<file path="src/rtl/txrx_bram_bridge.sv">
// txrx_bram_bridge: copies one post-processing message from a sender's TX BRAM
// (port B) into the peer's RX BRAM (port B) and runs both sides of the
// PP/network busy handshake. One instance per link direction.
// Optional build macro: TXRX_BRIDGE_OREG_EN -- the TX BRAM output register is
// enabled, so read data returns two cycles after the address instead of one.
module txrx_bram_bridge #(
  parameter int ADDR_WIDTH = 11,
  parameter int DATA_WIDTH = 32,
  parameter int LINK_DELAY = 0
) (
  input  logic                  clk,
  input  logic                  reset_high,
  input  logic                  busy_PP2Net_TX,
  input  logic                  msg_stored,
  input  logic [ADDR_WIDTH-1:0] sizeTX_msg,
  output logic                  busy_Net2PP_TX,
  output logic                  tx_bram_enb,
  output logic [ADDR_WIDTH-1:0] tx_bram_addrb,
  input  logic [DATA_WIDTH-1:0] tx_bram_doutb,
  input  logic                  busy_PP2Net_RX,
  output logic                  busy_Net2PP_RX,
  output logic                  msg_accessed,
  output logic [ADDR_WIDTH-1:0] sizeRX_msg,
  output logic                  rx_bram_enb,
  output logic                  rx_bram_web,
  output logic [ADDR_WIDTH-1:0] rx_bram_addrb,
  output logic [DATA_WIDTH-1:0] rx_bram_dinb,
  output logic [15:0]           msg_count
);

`ifdef TXRX_BRIDGE_OREG_EN
  localparam int RD_LAT = 2;
`else
  localparam int RD_LAT = 1;
`endif

  localparam logic [ADDR_WIDTH-1:0] ONE        = ADDR_WIDTH'(1);
  localparam logic [7:0]            DRAIN_INIT = 8'(RD_LAT - 1);
  localparam logic [7:0]            DELAY_INIT = 8'(LINK_DELAY - 1);

  typedef enum logic [2:0] {IDLE, COPY, DRAIN, DELAY, NOTIFY} state_t;

  state_t                state_q, state_d;
  logic                  start;
  logic                  pending_q;
  logic [ADDR_WIDTH-1:0] size_q;
  logic [ADDR_WIDTH-1:0] rd_addr_q;
  logic [7:0]            cnt_q;
  logic                  new_msg;

  // Write pipeline: read valid/address delayed by the BRAM read latency
  logic                  v1_q;
  logic [ADDR_WIDTH-1:0] a1_q;
  logic                  wr_valid;
  logic [ADDR_WIDTH-1:0] wr_addr;

  // The sender's own busy flag does not gate acceptance
  logic unused_busy_tx;
  assign unused_busy_tx = busy_PP2Net_TX;

  assign new_msg = msg_stored && (sizeTX_msg != '0);

  // Next-state logic
  always_comb begin
    state_d = state_q;
    start   = 1'b0;
    case (state_q)
      IDLE: begin
        if (!busy_PP2Net_RX && (new_msg || pending_q)) begin
          start   = 1'b1;
          state_d = COPY;
        end
      end
      COPY:   if (rd_addr_q == size_q - ONE) state_d = DRAIN;
      DRAIN:  if (cnt_q == '0) state_d = (LINK_DELAY == 0) ? NOTIFY : DELAY;
      DELAY:  if (cnt_q == '0) state_d = NOTIFY;
      NOTIFY: state_d = IDLE;
      default: state_d = IDLE;
    endcase
  end

  // State register plus message bookkeeping (size, pending, counters)
  always_ff @(posedge clk) begin
    if (reset_high) begin
      state_q    <= IDLE;
      pending_q  <= 1'b0;
      size_q     <= '0;
      rd_addr_q  <= '0;
      cnt_q      <= '0;
      sizeRX_msg <= '0;
      msg_count  <= '0;
    end else begin
      state_q <= state_d;

      if (state_q == IDLE && new_msg) size_q <= sizeTX_msg;

      if (start)
        pending_q <= 1'b0;
      else if (state_q == IDLE && new_msg && busy_PP2Net_RX)
        pending_q <= 1'b1;

      if (start)
        rd_addr_q <= '0;
      else if (state_q == COPY && state_d == COPY)
        rd_addr_q <= rd_addr_q + ONE;

      // One counter serves DRAIN and DELAY; it is preloaded on the way in
      if (state_q == COPY)
        cnt_q <= DRAIN_INIT;
      else if (state_q == DRAIN && state_d == DELAY)
        cnt_q <= DELAY_INIT;
      else if (cnt_q != '0)
        cnt_q <= cnt_q - 8'd1;

      // Size and count are updated entering NOTIFY so they are visible with msg_accessed
      if (state_d == NOTIFY) begin
        sizeRX_msg <= size_q;
        msg_count  <= msg_count + 16'd1;
      end
    end
  end

  // Read-to-write delay line; addresses only advance on valid so they hold when idle
  always_ff @(posedge clk) begin
    if (reset_high) begin
      v1_q <= 1'b0;
      a1_q <= '0;
    end else begin
      v1_q <= (state_q == COPY);
      if (state_q == COPY) a1_q <= rd_addr_q;
    end
  end

`ifdef TXRX_BRIDGE_OREG_EN
  logic                  v2_q;
  logic [ADDR_WIDTH-1:0] a2_q;

  // Second delay stage matching the TX BRAM output register
  always_ff @(posedge clk) begin
    if (reset_high) begin
      v2_q <= 1'b0;
      a2_q <= '0;
    end else begin
      v2_q <= v1_q;
      if (v1_q) a2_q <= a1_q;
    end
  end

  assign wr_valid = v2_q;
  assign wr_addr  = a2_q;
`else
  assign wr_valid = v1_q;
  assign wr_addr  = a1_q;
`endif

  assign tx_bram_addrb = rd_addr_q;
  assign rx_bram_addrb = wr_addr;

  // Output decode from state and write pipeline
  always_comb begin
    tx_bram_enb    = (state_q == COPY);
    busy_Net2PP_TX = (state_q == COPY) || (state_q == DRAIN);
    busy_Net2PP_RX = (state_q == COPY) || (state_q == DRAIN) || (state_q == DELAY);
    msg_accessed   = (state_q == NOTIFY);
    rx_bram_enb    = wr_valid;
    rx_bram_web    = wr_valid;
    rx_bram_dinb   = wr_valid ? tx_bram_doutb : '0;
  end

endmodule
</file>
<file path="config.mk">
export PLATFORM = sky130hd
export DESIGN_NAME = txrx_bram_bridge
export DESIGN_NICKNAME = d
export VERILOG_FILES = /design/src/rtl/txrx_bram_bridge.sv
export SDC_FILE = /design/constraint.sdc
export NUM_CORES = 1
export LEC_CHECK = 0
export BUFFER_PORTS_ARGS = -buffer_cell sky130_fd_sc_hd__buf_2
export CORE_ASPECT_RATIO = 0.8
export CORE_MARGIN = 10
export CORE_UTILIZATION = 49
export CTS_CLUSTER_DIAMETER = 120
export DETAILED_ROUTE_END_ITERATION = 10
export PLACE_DENSITY = 0.83
export SYNTH_ARGS = -nofsm -noshare
export SYNTH_HDL_FRONTEND = slang
export SYNTH_SLANG_ARGS = --single-unit
</file>
<file path="constraint.sdc">
create_clock -name clk -period 3.2 [get_ports clk]
set_input_delay 0.64 -clock clk [delete_from_list [all_inputs] [get_ports clk]]
set_output_delay 0.64 -clock clk [all_outputs]
set_load 0.02 [all_outputs]
</file>
==> results by group <==
Finish
  • Fin area: approximately 0.0044 mm2
  • Post-route non-filler standard cell count: approximately 660
  • Nets: between 600 and 700
  • Most frequent cells in the layout: buf_2 (133), dfxtp_1 (73), nand2_1 (71), nor2_1 (42), a21oi_1 (41)
  • Area grow syn2layout: 24.31%
  • Commonest non-fill, non-tap cell in the layout: buf_2
  • ANT cells: 0
  • Share of cells above drive strength 1: 27.46%
  • Core Util, Final: between 60% and 70%

Worst hold path
  • Hold worst-path end: sizeRX_msg[4]$_SDFFE_PP0N_
  • Hold_sp: sizeRX_msg[4]$_SDFFE_PP0N_
  • Hold Crit Depth: 2
  • Hold Crit Class: flip-flop to flip-flop

Logic synthesis
  • Post-synthesis cell area: 0.003562 mm2
  • EDFF count, synth: 0
  • Top-area cell type share of the netlist area: slightly above 40%
  • Main flop type after synthesis: dfxtp_1
  • Post-Synth XOR/XNOR Area: under 10%
  • Post-synthesis mux area share: about 3.7%
  • Post-synthesis sequential area ratio: 41.03%
  • Yosys top cell by area: dfxtp_1
  • Synth Area in Compound Gates: a little over 10%
  • Post-synthesis register bit count: 73
  • Largest family of logic cells by synthesized area: simple AND/OR/NAND/NOR gates
  • Synthesized area per cell: approximately 8.1 um2
  • Post-Synth Adder-Cell Area: under 10%
  • Synth cell types: between 40 and 50
  • Cell count after synthesis: 440
  • Area share of and/or/nand/nor cells after synthesis: roughly 32%
  • FFs w/ async S/R, synth: 0%
  • Mapped Nets: approximately 490
  • Top post-synthesis cells by area: dfxtp_1 (41%), nand2_1 (7.5%), and2_1 (5.8%), a21oi_1 (5.8%), xor2_1 (4.7%)
  • Synthesis warning total: 0

Power and ir drop
  • Leak Pwr: roughly 2.0 nW
  • Logic pwr share: ~12%
  • Clk pwr share: between 30% and 40%
  • P per Cell Area: around 400 mW/mm2
  • Int Pwr: 1.287 mW
  • Net switching power: 0.4962 mW
  • Switching Fraction: 27.82%
  • Register share of total power: between 50 and 60%
  • Total power after layout: about 1.8 mW
  • Maximum VDD drop: 293.3 uV

Critical path
  • CP required: roughly 3.5 ns
  • CP endpoint kind: flip-flop
  • WS Path Type: flip-flop to flip-flop
  • R2r worst-path depth: 9
  • Setup crit start kind: flip-flop
  • CP max FO: 20
  • Worst r2r src: size_q[0]$_SDFFE_PP0P_
  • Worst path arrival time: 3.20 ns
  • Crit Reg-Reg Endpoint: tx_bram_addrb[5]$_SDFFE_PP0P_
  • FF-to-FF setup slack: 0.28 ns

Floorplan
  • # rows: 27
  • Horiz. Die Dim: ~120 um
  • Num ports: approximately 140
  • Die Area: 0.01110 mm2
  • Die Ht: between 90 and 100 um
  • Area of the core: between 0.006 and 0.007 mm2
  • Starting Density: between 50% and 60%

Global routing
  • Vias in the first global route: between 3000 and 4000
  • GR Util met2: 31.46%
  • GR peak layer: met2
  • Largest net degree at the start of global routing: between 50 and 60
  • Gr ovfl total: 0
  • M1 GR Usage: about a fifth
  • GRT Util Overall: between 10% and 20%
  • Met3 Use GR: around 7%
  • First-pass GRT wire length: about 16000 um
  • Initial antenna violation count: 0

Timing
  • Final slew viol count: 0
  • Hold slack: about 0.45 ns
  • Period utilization: 91.20%
  • Worst clock skew: 0.007992 ns
  • RSZ-0062 raised after global routing: no
  • Final Hold Viols: 0
  • Period minus WS final: approximately 2.9 ns
  • Max frequency: approximately 0.34 GHz
  • Setup ws final: about 0.28 ns
  • Slew @ Worst Pin: between 0.9 and 1 ns
  • Final-report setup violation count: 0
  • Slew headroom: 32.37%
  • TNS Setup: 0 ns

Route
  • Via/cell ratio: 5.400
  • DR iter-0 viols: 235
  • Post-Route WL: around 10000 um
  • DRC violations left: 0
  • First-pass DRT Iterations: 4
  • DR WL/cell: ~16 um
  • DRT antenna net count: 0
  • Vias: about 3500

Clocking
  • Clock Latency Late Sink: 0.35 ns
  • Cts repair resizes: 0
  • Num CTS Buffers: 9
  • CTS tree: yes
  • Hold_buf cts: 0
  • Root Driver: clkbuf_8
  • # H-tree levels: 3
  • Post-CTS Setup Bufs: 0
  • Clock sink count: 73
  • Clock transition at path regs: ~0.08 ns
  • CTS Buffer Depth: 2

Placement
  • Number of I/O port buffers: 133
  • Detailed-placement wirelength estimate: between 8000 and 9000 um
  • Pre-CTS setup slack: 0.3750 ns
  • DP Area: ~0.0043 mm2
  • Final GP Congestion: 0.9121
  • Placed insts: roughly 640

Flow run
  • Number of max-cap violations: 0

Status
  • Outcome: finished clean
## synth_stat cells (2+ instances only)
library cell	number
nor2b_1	3
nor4_1	6
or3_1	9
nor3_1	6
a21o_1	2
inv_1	6
nand2_1	71
nor2_1	42
o21ai_0	7
dfxtp_1	73
ha_1	5
or4_1	9
nand4_1	8
mux2i_1	13
nand2b_1	11
clkbuf_1	20
and3_1	6
nor3b_1	2
o31ai_1	3
nand3_1	12
nand4b_1	2
o211ai_1	4
xnor2_1	11
and2_1	33
a21oi_1	41
xor2_1	19
## sequential cells by signal, summed over array words and instances (netlist names)
register,flops
rx_bram_addrb,11
rx_bram_enb,1
tx_bram_addrb,11
cnt_q,8
pending_q,1
state_q,3
size_q,11
sizeRX_msg,11
msg_count,16
## routing by layer
layer  part of all wire (%)  vias to the layer above  routed length, um
li1                       -                     1750                  -
met1                     41                     1633               4272
met2                     48                      148               5012
met3                     10                        6               1059
met4                   0.57                        0                 59
met5                      0                        -                  0
## logic make-up (layout without fill, tap and decap cells)
group           Yosys count  count (layout)
fa+ha+maj                 5               5
simple gates            225             225
xor+xnor                 30              30
compound gates           64              64
mux                      13              13
buf+inv                  30             158
flops                    73              73
## final cells by class
| cell class | count | area (um2) |
|---|---|---|
| sequential | 73 | 1461 |
| clock inverter | 7 | 47.55 |
| clock buffer | 9 | 123.9 |
| tap | 87 | 108.9 |
| timing repair buffer | 136 | 688.2 |
| multi-input combinational | 337 | 1976 |
| inverter | 6 | 22.52 |
| fill | 615 | 2531 |
## worst max-delay path, stage by stage, from the launching register on
cell and delay [ns]:
dfxtp_1 0.39, inv_1 0.08, ha_1 0.18, nor3b_1 0.45, nand3_1 0.20, or3_1 0.36
xnor2_1 0.13, o2111a_1 0.32, or4_1 0.58, a21oi_1 0.16
## power groups by stage
stage	sequential, mW	clock [mW]	combinational, mW
2_1_floorplan	0.960	0	0.141
3_3_place_gp	0.966	0	0.203
3_5_place_dp	0.967	0	0.207
4_1_cts	0.946	0.640	0.208
5_1_grt	0.949	0.684	0.231
6_report	0.946	0.630	0.207
## how the worst max path moves through the flow
stage | cells after the start | slack (ns) | from | to
floorplan | 10 | 0.76 | size_q[0]$_SDFFE_PP0P_ | tx_bram_addrb[5]$_SDFFE_PP0P_
global placement | 9 | 0.47 | size_q[0]$_SDFFE_PP0P_ | tx_bram_addrb[5]$_SDFFE_PP0P_
detailed placement | 9 | 0.38 | size_q[0]$_SDFFE_PP0P_ | tx_bram_addrb[5]$_SDFFE_PP0P_
CTS | 9 | 0.35 | size_q[0]$_SDFFE_PP0P_ | tx_bram_addrb[5]$_SDFFE_PP0P_
global route | 9 | 0.10 | size_q[0]$_SDFFE_PP0P_ | tx_bram_addrb[7]$_SDFFE_PP0P_
finish | 9 | 0.28 | size_q[0]$_SDFFE_PP0P_ | tx_bram_addrb[5]$_SDFFE_PP0P_
No activity file was read; power rests on OpenSTA's default activity.
